**config.mk**
```make
export PLATFORM = sky130hd
export DESIGN_NAME = note_div_chord_flat
export DESIGN_NICKNAME = d
export VERILOG_FILES = /design/src/rtl/note_div_chord_if.sv /design/src/rtl/note_div_chord.sv /design/src/flat_wrapper.sv
export SDC_FILE = /design/constraint.sdc
export NUM_CORES = 1
export LEC_CHECK = 0
export CELL_PAD_IN_SITES_DETAIL_PLACEMENT = 0
export CELL_PAD_IN_SITES_GLOBAL_PLACEMENT = 1
export CORE_MARGIN = 2
export CORE_UTILIZATION = 39
export DETAILED_ROUTE_END_ITERATION = 8
export GPL_ROUTABILITY_DRIVEN = 0
export PLACE_DENSITY_LB_ADDON = 0.1
export REMOVE_ABC_BUFFERS = 1
export SYNTH_ARGS = -nofsm -noshare
export SYNTH_HDL_FRONTEND = slang
export SYNTH_SLANG_ARGS = --single-unit
export TNS_END_PERCENT = 1
```
**constraint.sdc**
```tcl
create_clock -name clk -period 3.4 [get_ports clk]
set_input_delay 0.68 -clock clk [delete_from_list [all_inputs] [get_ports clk]]
set_output_delay 0.68 -clock clk [all_outputs]
set_load 0.005 [all_outputs]
```
**src/rtl/note_div_chord_if.sv**
```systemverilog
// Key/note bus for note_div_chord.
// master: key_valid, key_code, key_release, mode, octave_up (drives)
// slave : note_div, note_active, busy (drives)
interface note_div_chord_if #(
  parameter int unsigned NUM_CH = 2,
  parameter int unsigned DIV_W  = 22
);
  logic                      key_valid;
  logic [6:0]                key_code;
  logic                      key_release;
  logic [1:0]                mode;
  logic                      octave_up;
  logic [NUM_CH*DIV_W-1:0]   note_div;
  logic                      note_active;
  logic                      busy;

  modport master (
    output key_valid, key_code, key_release, mode, octave_up,
    input  note_div, note_active, busy
  );

  modport slave (
    input  key_valid, key_code, key_release, mode, octave_up,
    output note_div, note_active, busy
  );
endinterface

```
**src/rtl/note_div_chord.sv**
```systemverilog
// Keyboard-driven chord divider generator.
// A legal key starts a LOOKUP that builds one channel divider per cycle into
// shadow registers, then commits all channels at once and plays the chord.
// Ports:
//   clk    - system clock, rising edge
//   rst_n  - asynchronous active-low reset
//   bus    - note_div_chord_if.slave: key strobes/settings in, note_div,
//            note_active and busy out (all registered)
// Build option: NOTE_DIV_CHORD_HOLD_EN enables the post-release HOLD state
// with a HOLD_CYC-cycle counter; without it release silences on the next edge.
module note_div_chord #(
  parameter int unsigned NUM_CH   = 2,
  parameter int unsigned DIV_W    = 22,
  parameter int unsigned HOLD_CYC = 25000000
) (
  input  logic clk,
  input  logic rst_n,
  note_div_chord_if.slave bus
);

  localparam int unsigned IDX_W  = $clog2(NUM_CH + 1);
  localparam int unsigned HOLD_W = (HOLD_CYC > 1) ? $clog2(HOLD_CYC) : 1;
  localparam logic [NUM_CH*DIV_W-1:0] SILENT = {NUM_CH{DIV_W'(1)}};

`ifdef NOTE_DIV_CHORD_HOLD_EN
  typedef enum logic [1:0] {IDLE, LOOKUP, PLAY, HOLD} state_e;
`else
  typedef enum logic [1:0] {IDLE, LOOKUP, PLAY} state_e;
`endif

  state_e state_q, state_d;

  logic [3:0]                         step_q, step_d;
  logic [1:0]                         mode_q, mode_d;
  logic                               oct_q, oct_d;
  logic [IDX_W-1:0]                   idx_q, idx_d;
  logic [NUM_CH-1:0][DIV_W-1:0]       shadow_q, shadow_d;
  logic [NUM_CH*DIV_W-1:0]            note_div_q, note_div_d;
  logic                               active_q, active_d;
  logic                               busy_q, busy_d;
`ifdef NOTE_DIV_CHORD_HOLD_EN
  logic [HOLD_W-1:0]                  hold_cnt_q, hold_cnt_d;
`endif

  logic                               key_legal;
  logic [3:0]                         key_step;
  logic [5:0]                         offset;
  logic [5:0]                         sum;
  logic [3:0]                         ch_step;
  logic [DIV_W-1:0]                   ch_val;

  // ASCII key to {legal, step}
  function automatic logic [4:0] decode_key(input logic [6:0] code);
    case (code)
      7'd99:   return {1'b1, 4'd0};
      7'd100:  return {1'b1, 4'd1};
      7'd101:  return {1'b1, 4'd2};
      7'd102:  return {1'b1, 4'd3};
      7'd103:  return {1'b1, 4'd4};
      7'd97:   return {1'b1, 4'd5};
      7'd98:   return {1'b1, 4'd6};
      7'd67:   return {1'b1, 4'd7};
      7'd68:   return {1'b1, 4'd8};
      7'd69:   return {1'b1, 4'd9};
      7'd70:   return {1'b1, 4'd10};
      7'd71:   return {1'b1, 4'd11};
      7'd65:   return {1'b1, 4'd12};
      7'd66:   return {1'b1, 4'd13};
      default: return 5'd0;
    endcase
  endfunction

  // Step number to divider
  function automatic logic [17:0] step_div(input logic [3:0] s);
    case (s)
      4'd0:    return 18'd191571;
      4'd1:    return 18'd170648;
      4'd2:    return 18'd151515;
      4'd3:    return 18'd143266;
      4'd4:    return 18'd127551;
      4'd5:    return 18'd113636;
      4'd6:    return 18'd101215;
      4'd7:    return 18'd95420;
      4'd8:    return 18'd85034;
      4'd9:    return 18'd75758;
      4'd10:   return 18'd71633;
      4'd11:   return 18'd63775;
      4'd12:   return 18'd56818;
      4'd13:   return 18'd50607;
      4'd14:   return 18'd47755;
      default: return 18'd42553;
    endcase
  endfunction

  assign {key_legal, key_step} = decode_key(bus.key_code);

  // Divider for the channel selected by idx_q, from the latched key settings
  always_comb begin : chan_calc
    offset = '0;
    case (mode_q)
      2'b01:   offset = 6'(idx_q) << 1;
      2'b10:   offset = 6'(idx_q) * 6'd7;
      default: offset = '0;
    endcase
    sum     = {2'b00, step_q} + offset;
    ch_step = (sum > 6'd15) ? 4'd15 : sum[3:0];
    ch_val  = DIV_W'(step_div(ch_step));
    if (oct_q) ch_val = ch_val >> 1;
  end

  // State register
  always_ff @(posedge clk or negedge rst_n) begin : state_reg
    if (!rst_n) state_q <= IDLE;
    else        state_q <= state_d;
  end

  // Next-state logic; LOOKUP ignores key strobes until its commit cycle is done
  always_comb begin : next_state
    state_d = state_q;
    case (state_q)
      LOOKUP: begin
        if (idx_q == IDX_W'(NUM_CH)) state_d = PLAY;
      end
      default: begin
        if (bus.key_valid) begin
          state_d = key_legal ? LOOKUP : IDLE;
        end else if (bus.key_release && state_q == PLAY) begin
`ifdef NOTE_DIV_CHORD_HOLD_EN
          state_d = HOLD;
`else
          state_d = IDLE;
`endif
        end
`ifdef NOTE_DIV_CHORD_HOLD_EN
        else if (state_q == HOLD && hold_cnt_q == '0) begin
          state_d = IDLE;
        end
`endif
      end
    endcase
  end

  // Datapath/output next values; idx_q == NUM_CH is the commit cycle
  always_comb begin : output_logic
    step_d     = step_q;
    mode_d     = mode_q;
    oct_d      = oct_q;
    idx_d      = idx_q;
    shadow_d   = shadow_q;
    note_div_d = note_div_q;
    active_d   = active_q;
`ifdef NOTE_DIV_CHORD_HOLD_EN
    hold_cnt_d = hold_cnt_q;
`endif
    if (state_q == LOOKUP) begin
      if (idx_q == IDX_W'(NUM_CH)) begin
        note_div_d = shadow_q;
        active_d   = 1'b1;
      end else begin
        for (int i = 0; i < NUM_CH; i++) begin
          if (idx_q == IDX_W'(i)) shadow_d[i] = ch_val;
        end
        idx_d = idx_q + 1'b1;
      end
    end else if (bus.key_valid) begin
      if (key_legal) begin
        step_d = key_step;
        mode_d = bus.mode;
        oct_d  = bus.octave_up;
        idx_d  = '0;
      end else begin
        note_div_d = SILENT;
        active_d   = 1'b0;
      end
    end else if (bus.key_release && state_q == PLAY) begin
`ifdef NOTE_DIV_CHORD_HOLD_EN
      hold_cnt_d = HOLD_W'(HOLD_CYC - 1);
`else
      note_div_d = SILENT;
      active_d   = 1'b0;
`endif
    end
`ifdef NOTE_DIV_CHORD_HOLD_EN
    else if (state_q == HOLD) begin
      if (hold_cnt_q == '0) begin
        note_div_d = SILENT;
        active_d   = 1'b0;
      end else begin
        hold_cnt_d = hold_cnt_q - 1'b1;
      end
    end
`endif
    busy_d = (state_d == LOOKUP) && (idx_d != IDX_W'(NUM_CH));
  end

  // Datapath registers
  always_ff @(posedge clk or negedge rst_n) begin : data_reg
    if (!rst_n) begin
      step_q     <= '0;
      mode_q     <= '0;
      oct_q      <= 1'b0;
      idx_q      <= '0;
      shadow_q   <= '0;
      note_div_q <= SILENT;
      active_q   <= 1'b0;
      busy_q     <= 1'b0;
`ifdef NOTE_DIV_CHORD_HOLD_EN
      hold_cnt_q <= '0;
`endif
    end else begin
      step_q     <= step_d;
      mode_q     <= mode_d;
      oct_q      <= oct_d;
      idx_q      <= idx_d;
      shadow_q   <= shadow_d;
      note_div_q <= note_div_d;
      active_q   <= active_d;
      busy_q     <= busy_d;
`ifdef NOTE_DIV_CHORD_HOLD_EN
      hold_cnt_q <= hold_cnt_d;
`endif
    end
  end

  assign bus.note_div    = note_div_q;
  assign bus.note_active = active_q;
  assign bus.busy        = busy_q;

endmodule

```
**src/flat_wrapper.sv**
```systemverilog
// flat-port wrapper written by rule: the top's interface ports become plain ports
module note_div_chord_flat 
#(
  parameter int unsigned NUM_CH   = 2,
  parameter int unsigned DIV_W    = 22,
  parameter int unsigned HOLD_CYC = 25000000
)
  (clk, rst_n, bus_key_valid, bus_key_code, bus_key_release, bus_mode, bus_octave_up, bus_note_div, bus_note_active, bus_busy);
  note_div_chord_if #(.NUM_CH(NUM_CH), .DIV_W(DIV_W)) bus_i ();
  input  logic clk;
  input  logic rst_n;
  input wire logic [$bits(bus_i.key_valid)-1:0] bus_key_valid;
  input wire logic [$bits(bus_i.key_code)-1:0] bus_key_code;
  input wire logic [$bits(bus_i.key_release)-1:0] bus_key_release;
  input wire logic [$bits(bus_i.mode)-1:0] bus_mode;
  input wire logic [$bits(bus_i.octave_up)-1:0] bus_octave_up;
  output wire logic [$bits(bus_i.note_div)-1:0] bus_note_div;
  output wire logic [$bits(bus_i.note_active)-1:0] bus_note_active;
  output wire logic [$bits(bus_i.busy)-1:0] bus_busy;
  assign bus_i.key_valid = bus_key_valid;
  assign bus_i.key_code = bus_key_code;
  assign bus_i.key_release = bus_key_release;
  assign bus_i.mode = bus_mode;
  assign bus_i.octave_up = bus_octave_up;
  assign bus_note_div = bus_i.note_div;
  assign bus_note_active = bus_i.note_active;
  assign bus_busy = bus_i.busy;
  note_div_chord #(.NUM_CH(NUM_CH), .DIV_W(DIV_W), .HOLD_CYC(HOLD_CYC)) u_core (.clk(clk), .rst_n(rst_n), .bus(bus_i));
endmodule
```
==> impl_metrics.json <==
{
  "design_area_mm2": 0.00608,
  "synth_area_leaders": "dfrtp_1 46%, a22o_1 7.0%, ha_1 5.3%",
  "dpl.cell_count": 664,
  "h-tree-depth": 3,
  "synth_edf_count": 0,
  "numPortBuffers": 51,
  "power_density_mw_per_mm2": 1250,
  "crit_start": "u_core.mode_q[0]",
  "hold_class": "in -> async",
  "period_needed_ns": 3.41,
  "grtUsageTotal_pct": 17.9,
  "cp_data_arrival_time_ns": 3.67,
  "core_area_mm2": 0.0113,
  "violations": "setup timing",
  "peakVddDrop_mv": 0.460,
  "die_width_um": 111,
  "ant_nets": 0,
  "slowest_stage": "dfrtp_1",
  "initialDrtViolationCount": 207,
  "avgRoutedWirePerCell_um": 16.3,
  "timing.rr.end": "u_core.shadow_q[25]",
  "area_growth_pct": 35.0,
  "worst_ep_required_time_ns": 3.67,
  "ff2ff_setup_slack_ns": -0.005,
  "clkPwrFrac_pct": 14.4,
  "cts_root_buf": "clkbuf_16",
  "drt-total-wl_um": 11200,
  "yosysWarnings": 0,
  "route.vias.total": 3661,
  "ios": 60,
  "final_common_cell": "dfrtp_1",
  "dr.pass1.iters": 4,
  "grt-ovfl-total": 0,
  "setup_ws_ns": -0.00505,
  "p_seq_share_pct": 22.4,
  "p_sw_uw": 3180,
  "synth_async_sr_flop_share_pct": 100,
  "max_cap_viol_count": 0,
  "synth_area_mm2": 0.00450,
  "synth_cells": 452,
  "rows": 39,
  "slew-limit-headroom_pct": 42.0,
  "clock_sinks": 85,
  "slowest_delay_ns": 0.41,
  "viasPerCell": 5.34,
  "reg2regPathDepth": 17,
  "ctsLongestPathBuffers": 2,
  "skew_ns": 0.00616,
  "crit_family": "compound AO/OA/AOI/OAI gates",
  "clock_latency_ns": 0.35,
  "cpMostUsedCell": "buf_6",
  "synthDistinctLibCells": 66,
  "hold_viol": 0,
  "combPwrFrac_pct": 63.2,
  "netlist.area_leader.share_pct": 46.1,
  "path_cells": "buf_6, ha_4, a22oi_2, nor2_2, fa_2, a21o_1, a21o_1, and2_4, nor3_4, buf_6, clkinvlp_4, ha_4, buf_6, a21oi_4, a2bb2oi_2, mux2_4, o21ai_1",
  "worst-path-stages": 17,
  "tightestPinTransition_ns": 0.869,
  "cts-buffers-inserted": 9,
  "slew_viol_final": 0,
  "die_h_um": 111,
  "placed_area_mm2": 0.00539,
  "yosys.area.top_type": "dfrtp_1",
  "worstSetupStartpointType": "flip-flop",
  "yosysSeqAreaShare_pct": 47.3,
  "grt_pass1_vias": 3511,
  "ys_ff_latch": 85,
  "period_share_pct": 100,
  "fin_nets": 572,
  "cts_tree": "built",
  "synth_ff_type": "dfrtp_1",
  "cp-end-kind": "flip-flop",
  "die_area_mm2": 0.0124,
  "crit_type": "reg -> reg",
  "power_uw": 7600,
  "drc": 0,
  "worstPathMaxFanout": 5,
  "antennaDiodeCount": 0,
  "intPower_uw": 4420,
  "status": "complete, but fails checks",
  "dp_hpwl_um": 7840,
  "cp-endpoint": "u_core.shadow_q[25]",
  "rsz0062_at_grt": "yes",
  "crit-reg2reg-launch": "u_core.mode_q[0]",
  "p_leak_uw": 0.00274,
  "finalSetupViolations": 2,
  "drive_gt1_share_pct": 26.0,
  "p_sw_share_pct": 41.9,
  "grt_start_max_net_pins": 32,
  "start_util_pct": 39.8,
  "clk_pin_slew_worst_paths_ns": 0.07,
  "mostFrequentLayoutCells": "83 x dfrtp_1, 59 x nand2_1, 50 x clkdlybuf4s50_1, 50 x buf_4, 36 x a22o_1",
  "utilization_pct": 53.7,
  "layout.cells.non_filler": 686,
  "syn_area_per_cell_um2": 9.96,
  "fmax_mhz": 294,
  "grt_antenna_before_repair": 0,
  "cp_num_buf_inv": 4,
  "grt_pass1_wl_um": 17700
}
power groups by stage:
stage	combinational [uW]	sequential, uW	clock, uW
after global routing	5220	1760	1160
after detailed placement	4100	1710	0
final	4800	1700	1090
after CTS	4210	1700	1120
after global placement	4090	1700	0
after floorplan	2290	1690	0
layout make-up:
type | instances | area (um^2)
fillers | 1034 | 5240
flip-flops and latches | 85 | 2130
multi-input cells | 323 | 2430
repair buffers | 106 | 952
clock buffers | 9 | 225
well taps | 143 | 179
inverters | 13 | 52.6
clock inverters | 7 | 105
worst min-delay path by stage:
stage | slack, ns | endpoint | from
finish | 0.26 | u_core.bus.note_div[29] | rst_n
global route | 0.29 | u_core.shadow_q[11] | rst_n
CTS | 0.26 | u_core.bus.note_div[29] | rst_n
detailed placement | 0.45 | u_core.bus.note_div[0] | u_core.bus.note_div[0]
global placement | 0.45 | u_core.bus.note_div[0] | u_core.bus.note_div[0]
floorplan | 0.38 | u_core.bus.busy | rst_n
Yosys cell counts (3+ instances only):
cell type,number
nand3_1,5
dfrtp_1,83
nand2b_1,6
clkbuf_1,18
o31ai_1,6
o21ai_0,31
a22o_1,36
ha_1,19
o221ai_1,7
nor3_2,3
buf_2,5
and2_1,11
mux2_2,7
nor3_1,5
buf_4,9
buf_6,4
a22oi_1,3
a21oi_1,23
a211oi_1,3
nor2_1,25
nand2_1,60
inv_1,12
o21ai_1,12
a21o_1,4
cells by family (layout without fill, tap and decap cells):
logic type,Yosys count,in the layout,synth area share [%]
compound gates,154,154,24.5
simple gates,128,128,13.5
flops,85,85,47.3
buf+inv,51,135,5.81
fa+ha+maj,20,20,5.72
mux,10,10,2.53
xor+xnor,3,3,0.584
other cells,1,8,0.0833
per-layer routing:
metal	wire length, um	up-vias	GRT usage (%)
met5	0	-	0
met1	5140	1769	23.9
met2	5390	79	28.5
met3	383	19	3.32
li1	-	1794	-
met4	257	0	8.23
flip-flops by register name (all words and copies together) (netlist names):
| signal | flops |
|---|---|
| u_core.bus.note_div | 36 |
| u_core.idx_q | 2 |
| u_core.oct_q | 1 |
| u_core.bus.busy | 1 |
| u_core.step_q | 4 |
| u_core.mode_q | 2 |
| u_core.bus.note_active | 1 |
| u_core.state_q | 2 |
| u_core.shadow_q | 36 |
stage by stage:
stage / setup TNS [ns] / setup WS, ns / hold slack [ns]
2_1_floorplan: -3.87 / -0.280 / 0.384
3_3_place_gp: -0.692 / -0.101 / 0.450
3_5_place_dp: -3.38 / -0.221 / 0.453
4_1_cts: -0.238 / -0.0364 / 0.259
5_1_grt: -1.66 / -0.114 / 0.287
6_report: -0.00932 / -0.00505 / 0.256
what timing repair did:
| item | 4_1_cts | 5_1_grt |
|---|---|---|
| cloned | 0 | 0 |
| hold buffers | 0 | 0 |
| pin swaps | 0 | 25 |
| endpoints found under the setup margin | 34 | 34 |
| hold endpoints to repair | 0 | 0 |
| resized for setup | 9 | 64 |
| buffers inserted | 0 | 7 |
(Power assumes the default switching activity.)
